### config.mk
export PLATFORM = sky130hd
export DESIGN_NAME = mesh_task_scheduler
export DESIGN_NICKNAME = d
export VERILOG_FILES = /design/src/rtl/mesh_task_scheduler.sv
export SDC_FILE = /design/constraint.sdc
export NUM_CORES = 1
export LEC_CHECK = 0
export CORE_AREA = 4 4 271 273
export CTS_CLUSTER_DIAMETER = 120
export DETAILED_ROUTE_END_ITERATION = 10
export DIE_AREA = 0 0 275 277
export GPL_TIMING_DRIVEN = 0
export PLACE_DENSITY_LB_ADDON = 0.05
export SYNTH_ARGS = -nofsm -noshare
export SYNTH_HDL_FRONTEND = slang
export SYNTH_SLANG_ARGS = --single-unit
### constraint.sdc
create_clock -name clk -period 4.14 [get_ports clk]
set_input_delay 0.621 -clock clk [delete_from_list [all_inputs] [get_ports clk]]
set_output_delay 0.621 -clock clk [all_outputs]
set_load 0.03 [all_outputs]
### src/rtl/mesh_task_scheduler.sv
// mesh_task_scheduler
//   Runs one traffic task on the 2x4 mesh: accepts a descriptor from the host,
//   flushes the selected PEs, loads their configuration, enables them, and
//   waits for every participating PE to report send/receive completion. A
//   hung task is timed out, and the host may abort at any point before the
//   end of RUN. Either way the PEs are flushed again before done is raised.
//
// Ports
//   clk, rst_n                   clock, async active-low reset
//   cfg_valid/cfg_ready          descriptor handshake (ready only in IDLE)
//   cfg_pe_mask                  participating PEs
//   cfg_dbg_mode .. cfg_mode     per-PE configuration fields
//   abort                        host abort request
//   pe_*_wire, pe_enable         configuration/control driven to the mesh
//   pe_task_*_finish_flag        per-PE finish flags from the mesh
//   busy, done, status           task progress and result (1 ok, 2 timeout, 3 abort)
//   run_cycles                   RUN-state cycles of the last task

// Per-PE completion term. A PE outside the task never holds completion back.
module mesh_pe_done_chk (
    input  logic       in_task,
    input  logic [2:0] send_num,
    input  logic [2:0] recv_num,
    input  logic       send_flag,
    input  logic       recv_flag,
    output logic       lane_done
);
    assign lane_done = !in_task ||
                       ((send_num == 3'd0 || send_flag) && (recv_num == 3'd0 || recv_flag));
endmodule

module mesh_task_scheduler #(
    parameter int FLUSH_CYCLES   = 4,
    parameter int TIMEOUT_CYCLES = 65536,
    parameter int CNT_W          = 32
) (
    input  logic             clk,
    input  logic             rst_n,
    input  logic             cfg_valid,
    output logic             cfg_ready,
    input  logic [7:0]       cfg_pe_mask,
    input  logic [7:0]       cfg_dbg_mode,
    input  logic [23:0]      cfg_send_num,
    input  logic [23:0]      cfg_receive_num,
    input  logic [31:0]      cfg_rate,
    input  logic [191:0]     cfg_dst_seq,
    input  logic [31:0]      cfg_mode,
    input  logic             abort,
    output logic [7:0]       pe_enable,
    output logic [7:0]       pe_dbg_mode_wire,
    output logic [23:0]      pe_send_num_wire,
    output logic [23:0]      pe_receive_num_wire,
    output logic [31:0]      pe_rate_wire,
    output logic [31:0]      pe_mode_wire,
    output logic [191:0]     pe_dst_seq_wire,
    output logic [7:0]       pe_flush_wire,
    input  logic [7:0]       pe_task_send_finish_flag,
    input  logic [7:0]       pe_task_receive_finish_flag,
    output logic             busy,
    output logic             done,
    output logic [1:0]       status,
    output logic [CNT_W-1:0] run_cycles
);
    localparam int               FC_W    = (FLUSH_CYCLES > 1) ? $clog2(FLUSH_CYCLES) : 1;
    localparam logic [FC_W-1:0]  FC_LAST = FC_W'(FLUSH_CYCLES - 1);
    localparam logic [CNT_W-1:0] TO_CNT  = CNT_W'(TIMEOUT_CYCLES);
    localparam logic [1:0]       ST_OK   = 2'd1;
    localparam logic [1:0]       ST_TO   = 2'd2;
    localparam logic [1:0]       ST_ABT  = 2'd3;

    typedef enum logic [2:0] {S_IDLE, S_FLUSH, S_LOAD, S_RUN, S_CLEAN, S_DONE} state_t;

    state_t           state;
    logic [FC_W-1:0]  fcnt;
    logic [CNT_W-1:0] run_cnt;

    // Descriptor shadow, captured on accept so the host may change cfg_* freely.
    logic [7:0]   sh_mask;
    logic [7:0]   sh_dbg;
    logic [23:0]  sh_send;
    logic [23:0]  sh_recv;
    logic [31:0]  sh_rate;
    logic [191:0] sh_dst;
    logic [31:0]  sh_mode;

    logic [7:0] lane_done;
    logic       complete;

    for (genvar i = 0; i < 8; i++) begin : g_lane
        mesh_pe_done_chk u_chk (
            .in_task   (sh_mask[i]),
            .send_num  (sh_send[3*i +: 3]),
            .recv_num  (sh_recv[3*i +: 3]),
            .send_flag (pe_task_send_finish_flag[i]),
            .recv_flag (pe_task_receive_finish_flag[i]),
            .lane_done (lane_done[i])
        );
    end

    assign complete  = &lane_done;
    assign busy      = (state != S_IDLE);
    assign cfg_ready = rst_n && (state == S_IDLE);

    always_ff @(posedge clk or negedge rst_n) begin
        if (!rst_n) begin
            state               <= S_IDLE;
            fcnt                <= '0;
            run_cnt             <= '0;
            sh_mask             <= '0;
            sh_dbg              <= '0;
            sh_send             <= '0;
            sh_recv             <= '0;
            sh_rate             <= '0;
            sh_dst              <= '0;
            sh_mode             <= '0;
            pe_enable           <= '0;
            pe_flush_wire       <= '0;
            pe_dbg_mode_wire    <= '0;
            pe_send_num_wire    <= '0;
            pe_receive_num_wire <= '0;
            pe_rate_wire        <= '0;
            pe_dst_seq_wire     <= '0;
            pe_mode_wire        <= '0;
            done                <= 1'b0;
            status              <= '0;
            run_cycles          <= '0;
        end else begin
            case (state)
                S_IDLE: begin
                    if (cfg_valid) begin
                        sh_mask       <= cfg_pe_mask;
                        sh_dbg        <= cfg_dbg_mode;
                        sh_send       <= cfg_send_num;
                        sh_recv       <= cfg_receive_num;
                        sh_rate       <= cfg_rate;
                        sh_dst        <= cfg_dst_seq;
                        sh_mode       <= cfg_mode;
                        pe_flush_wire <= cfg_pe_mask;
                        fcnt          <= '0;
                        status        <= '0;
                        state         <= S_FLUSH;
                    end
                end
                S_FLUSH: begin
                    if (abort) begin
                        // flush is already asserted; CLEAN restarts its count
                        fcnt   <= '0;
                        status <= ST_ABT;
                        state  <= S_CLEAN;
                    end else if (fcnt == FC_LAST) begin
                        pe_flush_wire <= '0;
                        state         <= S_LOAD;
                    end else begin
                        fcnt <= fcnt + 1'b1;
                    end
                end
                S_LOAD: begin
                    if (abort) begin
                        pe_flush_wire <= sh_mask;
                        fcnt          <= '0;
                        status        <= ST_ABT;
                        state         <= S_CLEAN;
                    end else begin
                        pe_enable <= sh_mask;
                        run_cnt   <= CNT_W'(1);
                        state     <= S_RUN;
                    end
                end
                S_RUN: begin
                    if (abort || complete || run_cnt == TO_CNT) begin
                        pe_enable  <= '0;
                        run_cycles <= run_cnt;
                        if (!abort && complete) begin
                            done   <= 1'b1;
                            status <= ST_OK;
                            state  <= S_DONE;
                        end else begin
                            pe_flush_wire <= sh_mask;
                            fcnt          <= '0;
                            status        <= abort ? ST_ABT : ST_TO;
                            state         <= S_CLEAN;
                        end
                    end else if (run_cnt != '1) begin
                        run_cnt <= run_cnt + 1'b1;
                    end
                end
                S_CLEAN: begin
                    if (fcnt == FC_LAST) begin
                        pe_flush_wire <= '0;
                        done          <= 1'b1;
                        state         <= S_DONE;
                    end else begin
                        fcnt <= fcnt + 1'b1;
                    end
                end
                S_DONE: begin
                    done  <= 1'b0;
                    state <= S_IDLE;
                end
                default: state <= S_IDLE;
            endcase

            // Config outputs switch to the shadow on leaving FLUSH (to LOAD or
            // CLEAN), so they are stable a cycle before enable and hold through
            // IDLE and the next FLUSH.
            if (state == S_FLUSH && (abort || fcnt == FC_LAST)) begin
                pe_dbg_mode_wire    <= sh_dbg;
                pe_send_num_wire    <= sh_send;
                pe_receive_num_wire <= sh_recv;
                pe_rate_wire        <= sh_rate;
                pe_dst_seq_wire     <= sh_dst;
                pe_mode_wire        <= sh_mode;
            end
        end
    end
endmodule

==> metrics.md, run 1 <==
| Metric | Value |
|---|---|
| Area Growth Syn to Fin | 39.6% |
| I/O Buffers | 704 |
| Pins Over Slew Limit | 0 |
| Worst-Margin Slew | 1.05 ns |
| H-tree levels | 3 |
| PD cells | ~850 mW/mm2 |
| Slew Limit Headroom | 0.297 |
| Most frequent cells in the layout | dfrtp_1 (720), clkdlybuf4s50_1 (703), mux2_2 (668) |
| Slack of the worst reg-to-reg path | 0.50 ns |
| Sequential cell area | 0.0180 mm2 |
| CP Data Required Time | 4.62 ns |
| First-pass GRT wire length | 128,000 um |
| Iter 0 DRT Violations | between 600 and 700 |
| DR vias/cell | 5.01 |
| Min Tclk post-route | 3.64 ns |
| Post-synth ARST share | 1.00 |
| Final non-filler cell total | 3,613 |
| # IOs | 705 |
| Sequential area share after synthesis | 0.647 |
| DR DRC count | 0 |
| Top_reg_cell synth | dfrtp_1 |
| Core Region | 0.0711 mm2 |
| Initial Util | 0.391 |
| Worst Setup Start Kind | flop |
| Initial antenna violation count | 26 |
| P_leak | 16.2 nW |
| Synth Net Count | 2,144 |
| Share of cells above drive strength 1 | 0.325 |
| CTS tree | done |
| Critical Path Fanout Max | 10 |
| Filler cells | 5,891 |
| Hpwl dp | 65,700 um |
| Grt ovf | 0 |
| Routed vias | 18,112 |
| Die Span Y | 277 um |
| Max-Cap Viols | 0 |
| Post-synth EDFFs | 0 |
| Final Hold Fails | 0 |
| # rows | 98 |
| Die ar. | between 0.07 and 0.08 mm2 |
| Distinct cells, synth | 48 |
| Hold WC Path Type | in -> async |
| Multi-input gate area | between 0.009 and 0.01 mm2 |
| Mapped Cells | 1,802 |
| Unrepaired setup endpoints after global routing | false |
| Worst Path Arrival | 4.12 ns |
| Final worst-path cycle share | 0.878 |
| Vias in the first global route | 19,688 |
| Clk root buf | clkbuf_16 |
| Worst slack, placed | -0.0115 ns |
| Worst VDD drop | 437 uV |
| Clk Latency, worst-skew pair | 0.61 ns |
| Number of synthesized register bits | 720 |
| Largest net degree at the start of global routing | approximately 130 |
| Final setup viols | 0 |
| FF-to-FF Start | sh_send[22] |
| Final net count | roughly 2,900 |
| FF-to-FF path depth | 8 |
| DIE WIDTH | 275 um |
| Clk slew on worst S/H paths | ~0.060 ns |
| PnR worst setup slack | 0.503 ns |
| Skew final | 0.0171 ns |
| CTS max path bufs | 3 |
| Critical Path End Type | flop |
| Tot GR Track Use | 0.224 |
| Clock sinks | 720 |
| Syn. warnings | 0 |
| FMAX | between 200 and 300 MHz |
| Status | completed |
| Final ANT Viol Nets | 0 |
| RR Endpoint | run_cycles[30] |
| CTS Buf Count | between 70 and 80 |
| Leading cell type in the layout, fill and taps excluded | dfrtp_1 |
| Mapped Area | between 0.02 and 0.03 mm2 |
| Post-Syn Area per Cell | 15.4 um2 |
| RePlAce Congestion | 0.850 |
| Per-cell routed wire length | 23.8 um |
| Placed Cells incl. Taps | 3,464 |
| Detailed Route WL | around 86,000 um |
| Pre-Repair DR Iteration Count | 5 |
| Crit Path Class | reg -> reg |
==> routing by layer <==
metal	vias to the layer above	GRT usage	part of all wire	routed length, um
met4	20	0.0671	0.028	2370
met2	519	0.395	0.52	44400
met5	-	0	0.0015	129
met1	9387	0.255	0.37	32100
met3	137	0.0789	0.082	7090
li1	8049	-	-	-
==> critical path: stages (launching register included) <==
cell and delay, ns:
dfrtp_1 0.39, nor3_1 0.51, o32ai_1 0.28, nor4_1 0.90, nand2_1 0.29, nand2_1 0.23
o21a_1 0.33, buf_4 0.24, mux2_2 0.34
==> cell families (layout without fill, tap and decap cells) <==
logic type | Yosys count | in the layout | share of synthesized area
fa+ha+maj | 2 | 2 | 0.000899
simple gates | 184 | 184 | 0.0345
mux | 670 | 670 | 0.271
compound gates | 118 | 118 | 0.0276
flops | 720 | 720 | 0.647
other cells | 0 | 15 | 0
buf+inv | 108 | 954 | 0.0187
==> state kept, by name, indices dropped and copies added, names as in the netlist, 24 cells and up <==
register and cells:
pe_dst_seq_wire 192, pe_mode_wire 32, sh_mode 32, sh_recv 24
run_cycles 32, sh_send 24, pe_receive_num_wire 24, pe_rate_wire 32
run_cnt 32, pe_send_num_wire 24, sh_dst 192, sh_rate 32
==> final cells by class <==
cell class | count | area share
buffer | 93 | 0.0119
multi-input combinational | 974 | 0.239
tap | 950 | 0.0306
timing repair buffer | 713 | 0.187
sequential | 720 | 0.464
antenna | 15 | 0.000966
inverter | 15 | 0.00145
clock buffer | 108 | 0.0571
clock inverter | 25 | 0.00779
==> where the power goes <==
part | switching, mW | internal [mW]
Combinational | 7.28 | 6.76
Clock | 2.82 | 4.11
Sequential | 1.75 | 10.4
Total | 11.8 | 21.3
==> Yosys cell counts, drive strengths merged, types with 4 or more instances <==
library cell,count,area share
nand4,8,0.0018
buf,67,0.013
nand3,19,0.0034
and2,5,0.0011
and3,4,0.00090
inv,15,0.0020
nor3,20,0.0036
o32ai,8,0.0025
nor4,8,0.0018
a21oi,32,0.0059
o22ai,8,0.0018
dfrtp,720,0.65
nor2,24,0.0033
nand2b,9,0.0020
nand2,47,0.0063
or3,15,0.0034
a22o,8,0.0025
mux2,668,0.27
o21ai,36,0.0067
clkbuf,26,0.0036
or4,10,0.0027
and4,4,0.0013
a31oi,4,0.00090
o31ai,12,0.0032
==> per-stage QoR <==
| step | cell area (um2) | total power, mW | util | setup TNS [ns] | hold slack (ns) |
|---|---|---|---|---|---|
| 6_report | 38800 | 33.1 | 0.546 | 0 | 0.436 |
| 5_1_grt | 38800 | 34.8 | 0.546 | 0 | 0.430 |
| 4_1_cts | 38800 | 33.6 | 0.546 | 0 | 0.411 |
| 3_5_place_dp | 36300 | 26.5 | 0.510 | -0.0812 | 0.458 |
| 3_3_place_gp | 36100 | 26.2 | 0.507 | - | 0.481 |
| 2_1_floorplan | 27800 | 20.3 | - | 0 | 0.325 |
==> what timing repair did <==
item | in CTS | in global routing
endpoints found under the hold margin | 16 | 0
hold buffers | 1 | 0
endpoints found under the setup margin | 0 | 0
setup buffers | 0 | 0
gates resized for setup | 0 | 0
==> worst max-delay path by stage <==
stage / start / endpoint / slack [ns] / cells past startpoint
after floorplan: pe_task_send_finish_flag[1] / run_cycles[29] / 1.62 / 8
after global placement: rst_n / pe_rate_wire[5] / -29.25 / 1
after detailed placement: abort / pe_send_num_wire[16] / -0.01 / 8
after CTS: state[0] / sh_rate[5] / 0.44 / 7
after global routing: sh_send[21] / run_cycles[29] / 0.31 / 8
final: sh_send[22] / run_cycles[30] / 0.50 / 8
Power figures use the tool's default switching activity.
==> inputs of run 2 (changes only) <==
--- a/config.mk
+++ b/config.mk
@@ -11,6 +11,7 @@
 export DIE_AREA = 0 0 275 277
 export GPL_TIMING_DRIVEN = 0
 export PLACE_DENSITY_LB_ADDON = 0.05
+export SLEW_MARGIN = 20
 export SYNTH_ARGS = -nofsm -noshare
 export SYNTH_HDL_FRONTEND = slang
 export SYNTH_SLANG_ARGS = --single-unit
==> run 2 against run 1 <==
  * Total power barely moved
  * Clock-buffer cell count rose by 11
  * Sequential cell count did not move
  * Critical path type unchanged
  * Combinational power barely moved
  * Largest power group unchanged
==> metrics.md, run 2 (synthesis gave the netlist of run 1 again) <==
| Metric | Value |
|---|---|
| Iter 0 DRT Violations | 744 (+13%) |
| DIE WIDTH | 275 um (unchanged) |
| Tot GR Track Use | 0.223 (-0.000541) |
| Final Hold Fails | 0 (unchanged) |
| Worst Setup Start Kind | flop |
| Unrepaired setup endpoints after global routing | false |
| Initial antenna violation count | 28 (+7.7%) |
| Most frequent cells in the layout | dfrtp_1 (720), clkdlybuf4s50_1 (703), mux2_2 (668) |
| Final worst-path cycle share | 0.887 (+0.00863) |
| Leading cell type in the layout, fill and taps excluded | dfrtp_1 |
| FMAX | 272 MHz (-0.97%) |
| Worst VDD drop | 459 uV (+5.1%) |
| Crit Path Class | reg -> reg |
| Worst slack, placed | 0.0638 ns (+0.0752 ns) |
| Final setup viols | 0 (unchanged) |
| Critical Path Fanout Max | 10 (unchanged) |
| PnR worst setup slack | 0.467 ns (-0.0357 ns) |
| CTS max path bufs | 3 (unchanged) |
| Grt ovf | 0 (unchanged) |
| Critical path buffer and inverter count | 1 (unchanged) |
| Top cell by count, worst path | nand2_1 |
| Slew Limit Headroom | 0.259 (-0.0383) |
| Final net count | 2,939 (+0.068%) |
| Die Span Y | 277 um (unchanged) |
| FF-to-FF path depth | 8 (unchanged) |
| Resized Gates After CTS | 0 (unchanged) |
| # IOs | 705 (unchanged) |
| Per-cell routed wire length | 23.8 um (-0.23%) |
| Share of cells above drive strength 1 | 0.325 (+0.000641) |
| Skew final | 0.0216 ns (+0.00448 ns) |
| Die ar. | 0.0762 mm2 (unchanged) |
| Clk root buf | clkbuf_16 |
| Sequential cell area | 0.0180 mm2 (unchanged) |
| Filler cells | 5,933 (+0.71%) |
| Core Region | 0.0711 mm2 (unchanged) |
| Max-Cap Viols | 0 (unchanged) |
| Status | completed |
| DP Area | 0.0363 mm2 (about the same) |
| Pwr Total | 33.1 mW (about the same) |
| P_leak | 16.3 nW (+0.15%) |
| Initial Util | 0.391 (unchanged) |
| Final ANT Viol Nets | 0 (unchanged) |
| Slack of the worst reg-to-reg path | 0.47 ns (-0.04 ns) |
| Worst-Margin Slew | 1.10 ns (+0.0569 ns) |
| PD cells | 851 mW/mm2 (-0.16%) |
| Crit path largest cell delay | 0.94 ns (+0.04 ns) |
| Min Tclk post-route | 3.67 ns (+0.0357 ns) |
| RR Endpoint | run_cycles[29] |
| Hold WC Path Type | reg -> reg |
| Pre-Repair DR Iteration Count | 5 (unchanged) |
| Clk Latency, worst-skew pair | 0.61 ns (about the same) |
| CTS tree | done |
| Critical path depth | 8 (unchanged) |
| First-pass GRT wire length | 128,000 um (-0.33%) |
| # rows | 98 (unchanged) |
| Worst Path Arrival | 4.17 ns (+0.05 ns) |
| CTS Buf Count | 79 (+1.3%) |
| Hpwl dp | 65,900 um (+0.28%) |
| Area Growth Syn to Fin | 39.7% |
| Biggest regs | pe_dst_seq_wire x192, sh_dst x192 |
| I/O Buffers | 704 (unchanged) |
| Multi-input gate area | 0.00930 mm2 (unchanged) |
| RePlAce Congestion | 0.850 (unchanged) |
| H-tree levels | 3 (unchanged) |
| FF-to-FF Start | sh_send[22] |
| Detailed Route WL | 86,000 um (-0.15%) |
| Pins Over Slew Limit | 0 (unchanged) |
| Largest net degree at the start of global routing | 100 (-22%) |
| Worst path slowest cell | nor4_1 |
| Critical Path End Type | flop |
| DR DRC count | 0 (unchanged) |
| CP startpoint | sh_send[22] |
| Final setup TNS | 0 ns (unchanged) |
| DR vias/cell | 5.02 (about the same) |
| Vias in the first global route | 19,627 (-0.31%) |
| Clock sinks | 720 (unchanged) |
| Clk slew on worst S/H paths | 0.06 ns (about the same) |
| Critical path endpoint | run_cycles[29] |
| Final instance area | 0.0389 mm2 (+0.10%) |
| CP cell instances | nor3_1 > o32ai_1 > nor4_1 > nand2_1 > nand2_1 > o21a_1 > buf_4 > mux2_2 |
| CP Data Required Time | 4.64 ns (+0.02 ns) |
| Top delay family on crit path | simple AND/OR/NAND/NOR gates |
| Routed vias | 18,135 (+0.13%) |
run 2: layer usage:
layer,up-vias,track usage,wire (um)
met5,-,0,172
met4,26,0.0622,2280
met3,146,0.0837,7430
met2,537,0.397,44400
met1,9352,0.250,31700
li1,8074,-,-
run 2: cell type report:
cell class              count  area share
flip-flops and latches    720       0.463
repair buffers            714       0.187
plain buffers              93      0.0119
clock inverters            17     0.00476
well taps                 950      0.0306
clock buffers             119      0.0604
multi-input cells         974       0.239
inverters                  15     0.00145
diodes                     14    0.000901
run 2: timing repair:
action / 4_1_cts / 5_1_grt
hold endpoints to repair: 64 / 0
hold buffers: 1 / 0
buffers inserted: 0 / 0
run 2: stage by stage:
stage                     hold slack, ns   util  std cells
after floorplan                    0.325      -       1802
after detailed placement           0.486  0.511       3465
final                              0.495  0.547       3616
after global routing               0.507  0.547       3608
after global placement             0.481  0.507       3456
after CTS                          0.489  0.546       3602
run 2: worst register-to-register path, delay by kind of cell, from the launching register on:
kind,cells,cell delay (ns)
simple gates,4,1.98
mux,1,0.34
flops,1,0.39
buf+inv,1,0.25
compound gates,2,0.61
run 2: where the power goes:
group          internal (mW)  switching [mW]
logic                   6.76            7.27
registers               10.4            1.75
clock network           4.10            2.82
run 2: worst min-delay path by stage:
stage	start	endpoint	slack [ns]	cells after the start
2_1_floorplan	rst_n	done	0.33	0
3_3_place_gp	sh_dst[15]	pe_dst_seq_wire[15]	0.48	1
3_5_place_dp	sh_dst[95]	pe_dst_seq_wire[95]	0.49	1
4_1_cts	sh_dst[97]	pe_dst_seq_wire[97]	0.49	1
5_1_grt	sh_dst[153]	sh_dst[153]	0.51	1
6_report	sh_dst[69]	pe_dst_seq_wire[69]	0.50	1
==> inputs of run 3 (changes only) <==
--- a/config.mk
+++ b/config.mk
@@ -11,7 +11,7 @@
 export DIE_AREA = 0 0 275 277
 export GPL_TIMING_DRIVEN = 0
 export PLACE_DENSITY_LB_ADDON = 0.05
-export SLEW_MARGIN = 20
+export SLEW_MARGIN = 40
 export SYNTH_ARGS = -nofsm -noshare
 export SYNTH_HDL_FRONTEND = slang
 export SYNTH_SLANG_ARGS = --single-unit
==> run 3 against run 2 <==
  * Clock skew decreased by 0.0020 ns
  * Global-route usage increased by 0.14 points
  * Die area unchanged
  * Register-to-register slack improved by 0.42 ns
  * Cell area increased by 0.41%
  * Clock power increased by 3.8%
  * First-iteration DRC count increased by 1.5%
  * Sequential cell count unchanged
  * Largest power group unchanged
==> metrics.md, run 3 (synthesis gave the netlist of run 1 again) <==
| Metric | Value |
|---|---|
| Clk slew on worst S/H paths | 0.06 ns (about the same) |
| FMAX | 307 MHz (+13%) |
| Die Span Y | 277 um (unchanged) |
| Status | completed |
| Critical path buffer and inverter count | 5 (+4) |
| Worst VDD drop | 455 uV (-0.96%) |
| Final worst-path cycle share | 0.786 (-0.101) |
| Area Growth Syn to Fin | 40.3% |
| Filler cells | 5,878 (-0.93%) |
| Worst Setup Start Kind | input port |
| Final setup TNS | 0 ns (unchanged) |
| Clk root buf | clkbuf_16 |
| Worst-Margin Slew | 0.816 ns (-0.286 ns) |
| H-tree levels | 3 (unchanged) |
| CP cell instances | clkdlybuf4s50_1 > clkbuf_1 > nor2_1 > nor4b_2 > buf_2 > clkbuf_1 > buf_2 > mux2_2 |
| Sw Share | 0.357 (-0.00120) |
| Final net count | 2,938 (-0.034%) |
| Clk Latency, worst-skew pair | 0.61 ns (about the same) |
| Final Hold Fails | 0 (unchanged) |
| Per-cell routed wire length | 23.8 um (+0.19%) |
| Iter 0 DRT Violations | 755 (+1.5%) |
| FF-to-FF path depth | 8 (unchanged) |
| CTS max path bufs | 3 (unchanged) |
| Min Tclk post-route | 3.25 ns (-0.418 ns) |
| Vias in the first global route | 19,494 (-0.68%) |
| Crit Path Class | in -> reg |
| Int Power | 21.5 mW (+1.0%) |
| Die ar. | 0.0762 mm2 (unchanged) |
| Gate power share | 0.421 (-0.003) |
| P_leak | 16.3 nW (+0.53%) |
| I/O Buffers | 704 (unchanged) |
| # IOs | 705 (unchanged) |
| Seq pwr share | 0.364 (-0.003) |
| Critical Path End Type | flop |
| Clock sinks | 720 (unchanged) |
| Initial Util | 0.391 (unchanged) |
| # rows | 98 (unchanged) |
| Share of cells above drive strength 1 | 0.331 (+0.00541) |
| Critical Path Fanout Max | 10 (unchanged) |
| Max-Cap Viols | 0 (unchanged) |
| Worst Path Arrival | 3.74 ns (-0.43 ns) |
| Most frequent cells in the layout | dfrtp_1 (720), clkdlybuf4s50_1 (703), mux2_2 (668) |
| Top delay family on crit path | buffers and inverters |
| Unrepaired setup endpoints after global routing | false |
| Net load switching power | 11.9 mW (+0.50%) |
| Resized Gates After CTS | 0 (unchanged) |
| Skew final | 0.0197 ns (-0.00196 ns) |
| Worst path slowest cell | clkbuf_1 |
| Pins Over Slew Limit | 0 (unchanged) |
| PD cells | 854 mW/mm2 (+0.43%) |
| Final setup viols | 0 (unchanged) |
| Grt ovf | 0 (unchanged) |
| Clock power frac | 0.215 (+0.006) |
| RePlAce Congestion | 0.850 (unchanged) |
| CTS Buf Count | 79 (unchanged) |
| Slew Limit Headroom | 0.456 (+0.197) |
| Detailed Route WL | 86,400 um (+0.44%) |
| Critical path depth | 8 (unchanged) |
| Initial antenna violation count | 31 (+11%) |
| Hpwl dp | 65,800 um (about the same) |
| Largest net degree at the start of global routing | 113 (+13%) |
| CTS tree | done |
| DR DRC count | 0 (unchanged) |
| Crit path largest cell delay | 0.56 ns (-0.38 ns) |
| Core Region | 0.0711 mm2 (unchanged) |
| Final ANT Viol Nets | 0 (unchanged) |
| Fin Hold WS | 0.0399 ns (-0.455 ns) |
| Post-CTS Setup Repair Bufs | 0 (unchanged) |
| Routed vias | 18,098 (-0.20%) |
| DIE WIDTH | 275 um (unchanged) |
| Biggest regs | pe_dst_seq_wire x192, sh_dst x192 |
| CP Data Required Time | 4.62 ns (-0.02 ns) |
| DR vias/cell | 4.99 (-0.45%) |
| Tot GR Track Use | 0.225 (+0.00135) |
| Pre-Repair DR Iteration Count | 7 (+2) |
| Leading cell type in the layout, fill and taps excluded | dfrtp_1 |
| Hold WC Path Type | in -> async |
| First-pass GRT wire length | 128,000 um (+0.37%) |
-- run 3: cell types whose count changed in the layout (fill, tap and decap cells not counted), moves of 2 or more --
cell and change:
clkbuf_2 +4, clkbuf_8 +4, nor4_1 -2, clkinv_2 +4, clkbuf_1 -4, bufinv_16 +2
clkinv_8 +2, nor4_2 +2
-- run 3: layout make-up --
| cell class | instances | area (um2) | share of cell area |
|---|---|---|---|
| Antenna cell | 15 | 37.5 | 0.000961 |
| Buffer | 93 | 469 | 0.0120 |
| Clock buffer | 122 | 2400 | 0.0615 |
| Clock inverter | 23 | 269 | 0.00689 |
| Inverter | 15 | 56.3 | 0.00144 |
| Multi-Input combinational cell | 974 | 9320 | 0.239 |
| Sequential cell | 720 | 18000 | 0.461 |
| Tap cell | 950 | 1190 | 0.0304 |
| Timing Repair Buffer | 713 | 7290 | 0.187 |
-- run 3: worst register-to-register path, cell delays in order, from the launching register on --
cell	delay, ns
dfrtp_1	0.38
nor3_1	0.49
o32ai_1	0.28
nor4_2	0.61
nand2_1	0.25
nand2_1	0.19
o21a_1	0.33
buf_4	0.25
mux2_2	0.34
-- run 3: power by group through the flow --
stage / Combinational, mW / Clock [mW] / Sequential (mW)
6_report: 14.1 / 7.17 / 12.1
5_1_grt: 14.9 / 7.66 / 12.6
4_1_cts: 14.3 / 7.37 / 12.2
3_5_place_dp: 14.2 / 0 / 12.2
3_3_place_gp: 14.0 / 0 / 12.2
2_1_floorplan: 5.21 / 0 / 15.1
-- run 3: per-stage QoR --
| stage | cell area, um2 | worst slack, ns | total power, mW | util | instances |
|---|---|---|---|---|---|
| after detailed placement | 36300 | 0.122 | 26.5 | 0.511 | 3464 |
| after global placement | 36100 | -29.25 | 26.2 | 0.507 | 3456 |
| after global routing | 39000 | 0.650 | 35.1 | 0.549 | 3618 |
| final | 39000 | 0.885 | 33.4 | 0.549 | 3625 |
| after CTS | 39000 | 0.755 | 33.8 | 0.548 | 3610 |
| after floorplan | 27800 | 1.62 | 20.3 | - | 1802 |
-- run 3: final timing paths --
path	startpoint	end	slack (ns)
worst max-delay path	abort	pe_dst_seq_wire[134]	0.89
worst min-delay path	rst_n	run_cycles[8]	0.04
worst max register to register	sh_send[22]	run_cycles[29]	0.89
worst min register to register	sh_dst[23]	pe_dst_seq_wire[23]	0.50
max in group asynchronous	rst_n	sh_rate[15]	2.66
min in group clk	sh_dst[23]	pe_dst_seq_wire[23]	0.50
-- run 3: timing repair --
item                                    in CTS  in global routing
endpoints found under the hold margin       97                  0
endpoints found under the setup margin       0                  0
hold buffers                                 1                  0
-- run 3: metal layers --
metal / share of wire / track usage / vias to the layer above
li1: - / - / 8064
met4: 0.029 / 0.0657 / 28
met3: 0.085 / 0.0825 / 142
met1: 0.37 / 0.257 / 9320
met5: 0.0021 / 0 / -
met2: 0.51 / 0.393 / 544
